File: src/rtl/priority_encoder_8x3_seq.sv
// -----------------------------------------------------------------------------
// priority_encoder_8x3_seq
//
// Sequential N-to-IDXW priority encoder with a valid/ready output slot. It is
// the return path for the 3x8 decoder. Request pulses on the N lines are
// collected into a sticky pending set. The set is drained one line at a time,
// highest index first, into a single-entry output register. That register is
// presented as a binary line number to a downstream consumer.
//
// Parameters
//   N     number of request lines
//   IDXW  index width; must equal $clog2(N)
//
// Ports
//   clk        in   1     single clock, rising edge
//   rst        in   1     asynchronous, active-high reset
//   en         in   1     request capture enable (0 = req ignored, drain goes on)
//   req        in   N     request pulses; bit i set = event on line i
//   out_valid  out  1     idx holds an undelivered request
//   out_ready  in   1     consumer accepts idx when out_valid & out_ready
//   idx        out  IDXW  encoded line number of the delivered request
//   pending    out  N     requests captured but not yet loaded into the slot
//   any        out  1     |pending | out_valid
//   overflow   out  1     one-cycle pulse: a request merged into a pending bit
// -----------------------------------------------------------------------------
module priority_encoder_8x3_seq #(
  parameter int N    = 8,
  parameter int IDXW = 3
) (
  input  logic            clk,
  input  logic            rst,
  input  logic            en,
  input  logic [N-1:0]    req,
  output logic            out_valid,
  input  logic            out_ready,
  output logic [IDXW-1:0] idx,
  output logic [N-1:0]    pending,
  output logic            any,
  output logic            overflow
);

  // Index of the highest set bit of vec. The scan runs upward, so a later
  // (higher) set bit overrides an earlier one. An all-zero vector returns 0.
  // The caller never uses that value, because a load needs pending != 0.
  function automatic logic [IDXW-1:0] highest_set(input logic [N-1:0] vec);
    logic [IDXW-1:0] sel;
    sel = {IDXW{1'b0}};
    for (int i = 0; i < N; i++) begin
      if (vec[i]) begin
        sel = IDXW'(i);
      end else begin
        sel = sel;
      end
    end
    return sel;
  endfunction

  // One-hot decode of an index into an N-bit vector.
  function automatic logic [N-1:0] one_hot(input logic [IDXW-1:0] sel);
    logic [N-1:0] vec;
    vec = {{(N-1){1'b0}}, 1'b1} << sel;
    return vec;
  endfunction

  logic [N-1:0]    pending_r;
  logic            out_valid_r;
  logic [IDXW-1:0] idx_r;
  logic            overflow_r;

  logic [N-1:0]    set_vec_s;
  logic [N-1:0]    clr_vec_s;
  logic            slot_free_s;
  logic            pending_nz_s;
  logic            load_s;
  logic [IDXW-1:0] sel_s;

  // Next-state terms. The slot counts as free in the same cycle the consumer
  // takes the current index, so back-to-back delivery is possible.
  always_comb begin
    set_vec_s    = req & {N{en}};
    slot_free_s  = ~out_valid_r | out_ready;
    pending_nz_s = |pending_r;
    load_s       = slot_free_s & pending_nz_s;
    sel_s        = highest_set(pending_r);
    if (load_s) begin
      clr_vec_s = one_hot(sel_s);
    end else begin
      clr_vec_s = {N{1'b0}};
    end
  end

  // Pending set, output slot and overflow pulse. In the pending update, set
  // is ORed in after the clear. A new request on the line being loaded
  // therefore stays pending as a fresh event. It does not count as overflow.
  always_ff @(posedge clk or posedge rst) begin
    if (rst) begin
      pending_r   <= {N{1'b0}};
      out_valid_r <= 1'b0;
      idx_r       <= {IDXW{1'b0}};
      overflow_r  <= 1'b0;
    end else begin
      pending_r  <= (pending_r & ~clr_vec_s) | set_vec_s;
      overflow_r <= |(set_vec_s & pending_r & ~clr_vec_s);
      if (load_s) begin
        idx_r       <= sel_s;
        out_valid_r <= 1'b1;
      end else if (slot_free_s) begin
        // Nothing to load. The slot empties, and idx keeps its last value.
        idx_r       <= idx_r;
        out_valid_r <= 1'b0;
      end else begin
        // Backpressure: hold the undelivered index stable.
        idx_r       <= idx_r;
        out_valid_r <= out_valid_r;
      end
    end
  end

  assign pending   = pending_r;
  assign out_valid = out_valid_r;
  assign idx       = idx_r;
  assign overflow  = overflow_r;
  assign any       = (|pending_r) | out_valid_r;

endmodule
File: config.mk
export PLATFORM = sky130hd
export DESIGN_NAME = priority_encoder_8x3_seq
export DESIGN_NICKNAME = d
export VERILOG_FILES = /design/src/rtl/priority_encoder_8x3_seq.sv
export SDC_FILE = /design/constraint.sdc
export NUM_CORES = 1
export LEC_CHECK = 0
export ABC_AREA = 1
export CAP_MARGIN = 20
export CELL_PAD_IN_SITES_DETAIL_PLACEMENT = 2
export CELL_PAD_IN_SITES_GLOBAL_PLACEMENT = 2
export CORE_ASPECT_RATIO = 0.5
export CORE_MARGIN = 3
export CORE_UTILIZATION = 24
export CTS_CLUSTER_SIZE = 40
export DETAILED_ROUTE_END_ITERATION = 6
export PLACE_DENSITY = 0.78
export SKIP_CTS_REPAIR_TIMING = 1
export SLEW_MARGIN = 30
export SYNTH_ARGS = -nofsm -noshare
export SYNTH_HDL_FRONTEND = slang
export SYNTH_SLANG_ARGS = --single-unit
File: constraint.sdc
create_clock -name clk -period 2.6 [get_ports clk]
set_input_delay 0.26 -clock clk [delete_from_list [all_inputs] [get_ports clk]]
set_output_delay 0.26 -clock clk [all_outputs]
set_load 0.02 [all_outputs]
== After elaboration in Yosys (flattened, before gate mapping) ==
Index checks and enable logic that the tools add are counted.

* Bits in registers: 13
* Logic and storage cells: 28
* Output and inout bits: 14

* Shift operators: 1
* Reductions and logical operators: 3
* Muxes and demuxes: 10
* Bitwise operators: 10

{| class="wikitable"
|+ Operators by type and width
! operator !! count
|-
| AND 8 bit || 4
|-
| 2-to-1 mux 3 bit || 6
|-
| OR reduction 8 bit || 2
|-
| 2-to-1 mux 8 bit || 1
|-
| inverter 8 bit || 1
|-
| OR 8 bit || 1
|-
| left shift 1 x 3 -> 8 bit (first input constant) || 1
|-
| 2-to-1 mux 1 bit || 3
|-
| OR 1 bit || 2
|-
| nonzero test 2 bit || 1
|-
| AND 1 bit || 1
|-
| inverter 1 bit || 1
|}

== Depth between registers and ports, before layout ==
* Word-level depth: 12
* Depth in mapped cells: 11

== Worst setup path after synthesis ==
Ideal clock, no wire load.

* Kind: reg-to-reg
* From: register pending_r[7], in the netlist pending[7]
* To: register overflow_r, in the netlist overflow
* Buffers on the path: 0
* Cell stages (with the launch flop): 11
* Slack: 1.275 ns
* Arrival: 1.206 ns
* Period minus slack after synthesis: 1.325 ns
* Cell sequence: dfrtp_1 -> inv_2 -> nand2_1 -> nor2_4 -> nand3_2 -> inv_2 -> nand3_1 -> nand3_1 -> nand2_1 -> nor2_1 -> nand2_1

* Word-level cells in the longest chain between the ends: 6

{| class="wikitable"
|+ Ends and longest elaborated chain
! item !! line !! RTL
|-
| from (decl) || 65 || <nowiki>logic [N-1:0] pending_r;</nowiki>
|-
| from (signal assigned) || 97 || <nowiki>pending_r <= {N{1'b0}};</nowiki>
|-
| from (signal assigned) || 102 || <nowiki>pending_r <= (pending_r & ~clr_vec_s) | set_vec_s;</nowiki>
|-
| OR reduction 8 bit / 2-to-1 mux 3 bit (equally long branches) || 82, 49 ||
|-
| AND 1 bit / left shift 1 x 3 -> 8 bit (equally long branches) || 83, 61 ||
|-
| 2-to-1 mux 8 bit || 85 || <nowiki>if (load_s) begin</nowiki>
|-
| inverter 8 bit || 103 || <nowiki>overflow_r <= |(set_vec_s & pending_r & ~clr_vec_s);</nowiki>
|-
| AND 8 bit (*) || 103 ||
|-
| OR reduction 8 bit (*) || 103 ||
|-
| to (signal assigned) || 103 ||
|-
| to (decl) || 68 || <nowiki>logic overflow_r;</nowiki>
|}

Every way passes the cells marked *; elsewhere a longest branch is shown, timed or not.
A chain may end at the register's enable or synchronous reset.

== Final worst setup path ==
* From: register pending_r[3], in the netlist pending[3]
* To: output any

* Word-level cells in the longest chain between the ends: 2

{| class="wikitable"
|+ Ends and longest elaborated chain
! item !! line !! RTL
|-
| OR reduction 8 bit || 123 || <nowiki>assign any = (|pending_r) | out_valid_r;</nowiki>
|-
| OR 1 bit || 123 ||
|-
| to (decl) || 38 || <nowiki>output logic any,</nowiki>
|}

No other way between the ends.

==> flow_summary.toml <==
[grt]
grt_max_degree = 14
grt-ovfl-total = 0
antenna_found_initial = 0
grt_pass1_vias = 801
grtUsageTotal_pct = 14.3
grt_pass1_wl_mm = 4.06

[logic_synthesis]
yosys.area.top_type_share_pct = 45.8
ys.flop_type = "dfrtp_1"
async_reset_ff_share_pct = 100
synth_edf_count = 0
synth_commonest_cells = "nand2_1, dfrtp_1, inv_1"
synth_top_cell_by_area = "dfrtp_1"
synth_most_common_cell = "nand2_1"
yosys_warnings = 0
synth_area_leaders = "dfrtp_1, nand2_1, inv_1"
yosysSeqAreaShare_pct = 45.8
synth_nets = 113
yosys_register_bits = 13
syn_avg_cell_area_um2 = 7.04
syn_area_um2 = 711
synth_cell_types = 18
synth_cells = 101

[drt]
drt_wl_total_mm = 2.40
via_per_inst = 4.43
dr.first_iter.drc_count = 21
wl_per_cell_um = 14.4
num_vias = 735
ant_nets = 0
drc_errors = 0
dr.pass1.iters = 3

[floorplanning]
die_h_um = 44.5
die_w_um = 83.0
rows = 13
die-area_um2 = 3690
design.core.area_um2 = 2700
io-pin-count = 26
initial_core_util_pct = 26.3

[sta]
setup_viol = 0
hold_viol_final = 0
slew_headroom_pct = 63.2
setup_tns_ns = 0
drv_slew = 0
fmax_ghz = 0.500
rsz0062_at_grt = "false"
min_period_ns = 2.00
worst_pin_slew_ns = 0.551
min_period_over_period_pct = 77.0
clock_skew_ns = 0.0101

[cts]
clockBufferDepth = 2
cts_buffers = 3
clk_pin_slew_ns = 0.06
root_buffer = "clkbuf_8"
worstSkewPairLatency_ns = 0.25
cts_tree = "built"
clock_sinks = 13
cts_max_level = 1

[status]
outcome = "finished, final reports clean"

[worst_setup_path]
critPathBufInv = 2
crit_type = "flip-flop to primary output"
cp_max_fo = 4
worstSetupStartpointType = "flip-flop"
cpPeakStageDelay_ns = 0.54
arrival_ns = 1.74
crit_family = "buffers and inverters"
crit_required_ns = 2.34
slowest_stage = "clkdlybuf4s50_1"
path_cells = "nor2_1 -> nand2_1 -> inv_1 -> nand3b_1 -> clkdlybuf4s50_1"
worstSetupEndpointType = "primary output"

[layout]
instances_no_fill = 166
fillers = 324
areaGrowthSynthToFinish_pct = 47.5
diodes = 0
drive_above_1_share_pct = 10.9
layout.nets = 142

[worst_hold_path]
holdCritPathClass = "input port to async pin"

[place]
place.gp.congestion = 0.732
placedCellCount = 162
dpl.hpwl_mm = 1.93
port_buffers = 25

[pwr]
powerDensity_nw_per_um2 = 597
peakVddDrop_mv = 0.195
p_leak_nw = 0.523

[job]
maxCapViolations = 0
power by group:
part | internal (W) | switching (W)
combinational | 0.0000811 | 0.000112
sequential | 0.000226 | 0.0000211
clock | 0.000106 | 0.0000806
total | 0.000413 | 0.000213
metal layers:
layer | routed length [µm] | track usage, % | vias up
li1 | - | - | 364
met1 | 1200 | 18.5 | 355
met2 | 1110 | 25.3 | 14
met3 | 79 | 2.79 | 2
met4 | 8 | 2.93 | 0
met5 | 0 | 0 | -
path summary, 6_finish.rpt:
kind	start	endpoint	slack, ns	depth (start not counted)
worst max-delay path	pending[3]	any	0.60	5
worst min-delay path	rst	pending[7]	0.35	2
worst max register to register	pending[5]	overflow	1.13	10
worst min register to register	idx[1]	idx[1]	0.50	2
max in group asynchronous	rst	pending[0]	1.87	2
min in group clk	idx[1]	idx[1]	0.50	2
registers in the layout, summed over array words and instances (netlist names):
name,cells
idx,3
overflow,1
pending,8
out_valid,1
per-stage QoR:
step | power (W) | hold slack (ns) | utilization, % | setup WS (ns) | instance area (µm²)
finish | 0.000626 | 0.353 | 38.8 | 0.599 | 1050
global route | 0.000669 | 0.416 | 38.8 | 0.521 | 1050
CTS | 0.000636 | 0.376 | 38.8 | 0.597 | 1050
detailed placement | 0.000442 | 0.499 | 37.1 | 0.845 | 1000
global placement | 0.000435 | 0.469 | 37.1 | 0.901 | 1000
floorplan | 0.000350 | 0.137 | - | 1.27 | 711
placed cells by master, fill, tap and decap left out:
master / synthesis / layout
nor2_1: 11 / 11
a31oi_1: 1 / 1
inv_1: 13 / 13
nor3_1: 1 / 1
nand3b_1: 1 / 1
nand3_2: 1 / 1
dfrtp_1: 13 / 13
clkinv_2: 0 / 1
clkbuf_8: 0 / 3
nand2_2: 1 / 1
or2_2: 1 / 1
nor2_4: 1 / 1
nand4_1: 2 / 2
o21ai_0: 3 / 3
clkdlybuf4s50_1: 0 / 25
o21ai_2: 1 / 1
nand3_1: 8 / 8
inv_2: 5 / 5
nand2_1: 34 / 34
a21oi_1: 3 / 3
cells by family after synthesis:
family	share of synthesized area (%)
buf+inv	10.2
compound gates	6.34
simple gates	37.7
flops	45.8
final cells by class:
cell class	count	area, µm²	area share (%)
Multi-Input combinational cell	69	313	29.8
Clock buffer	3	41.3	3.94
Timing Repair Buffer	25	250	23.9
Inverter	18	67.6	6.44
Sequential cell	13	325	31.0
Tap cell	37	46.3	4.42
Clock inverter	1	5.00	0.477
Note: power is estimated with default switching activity, not from simulation.
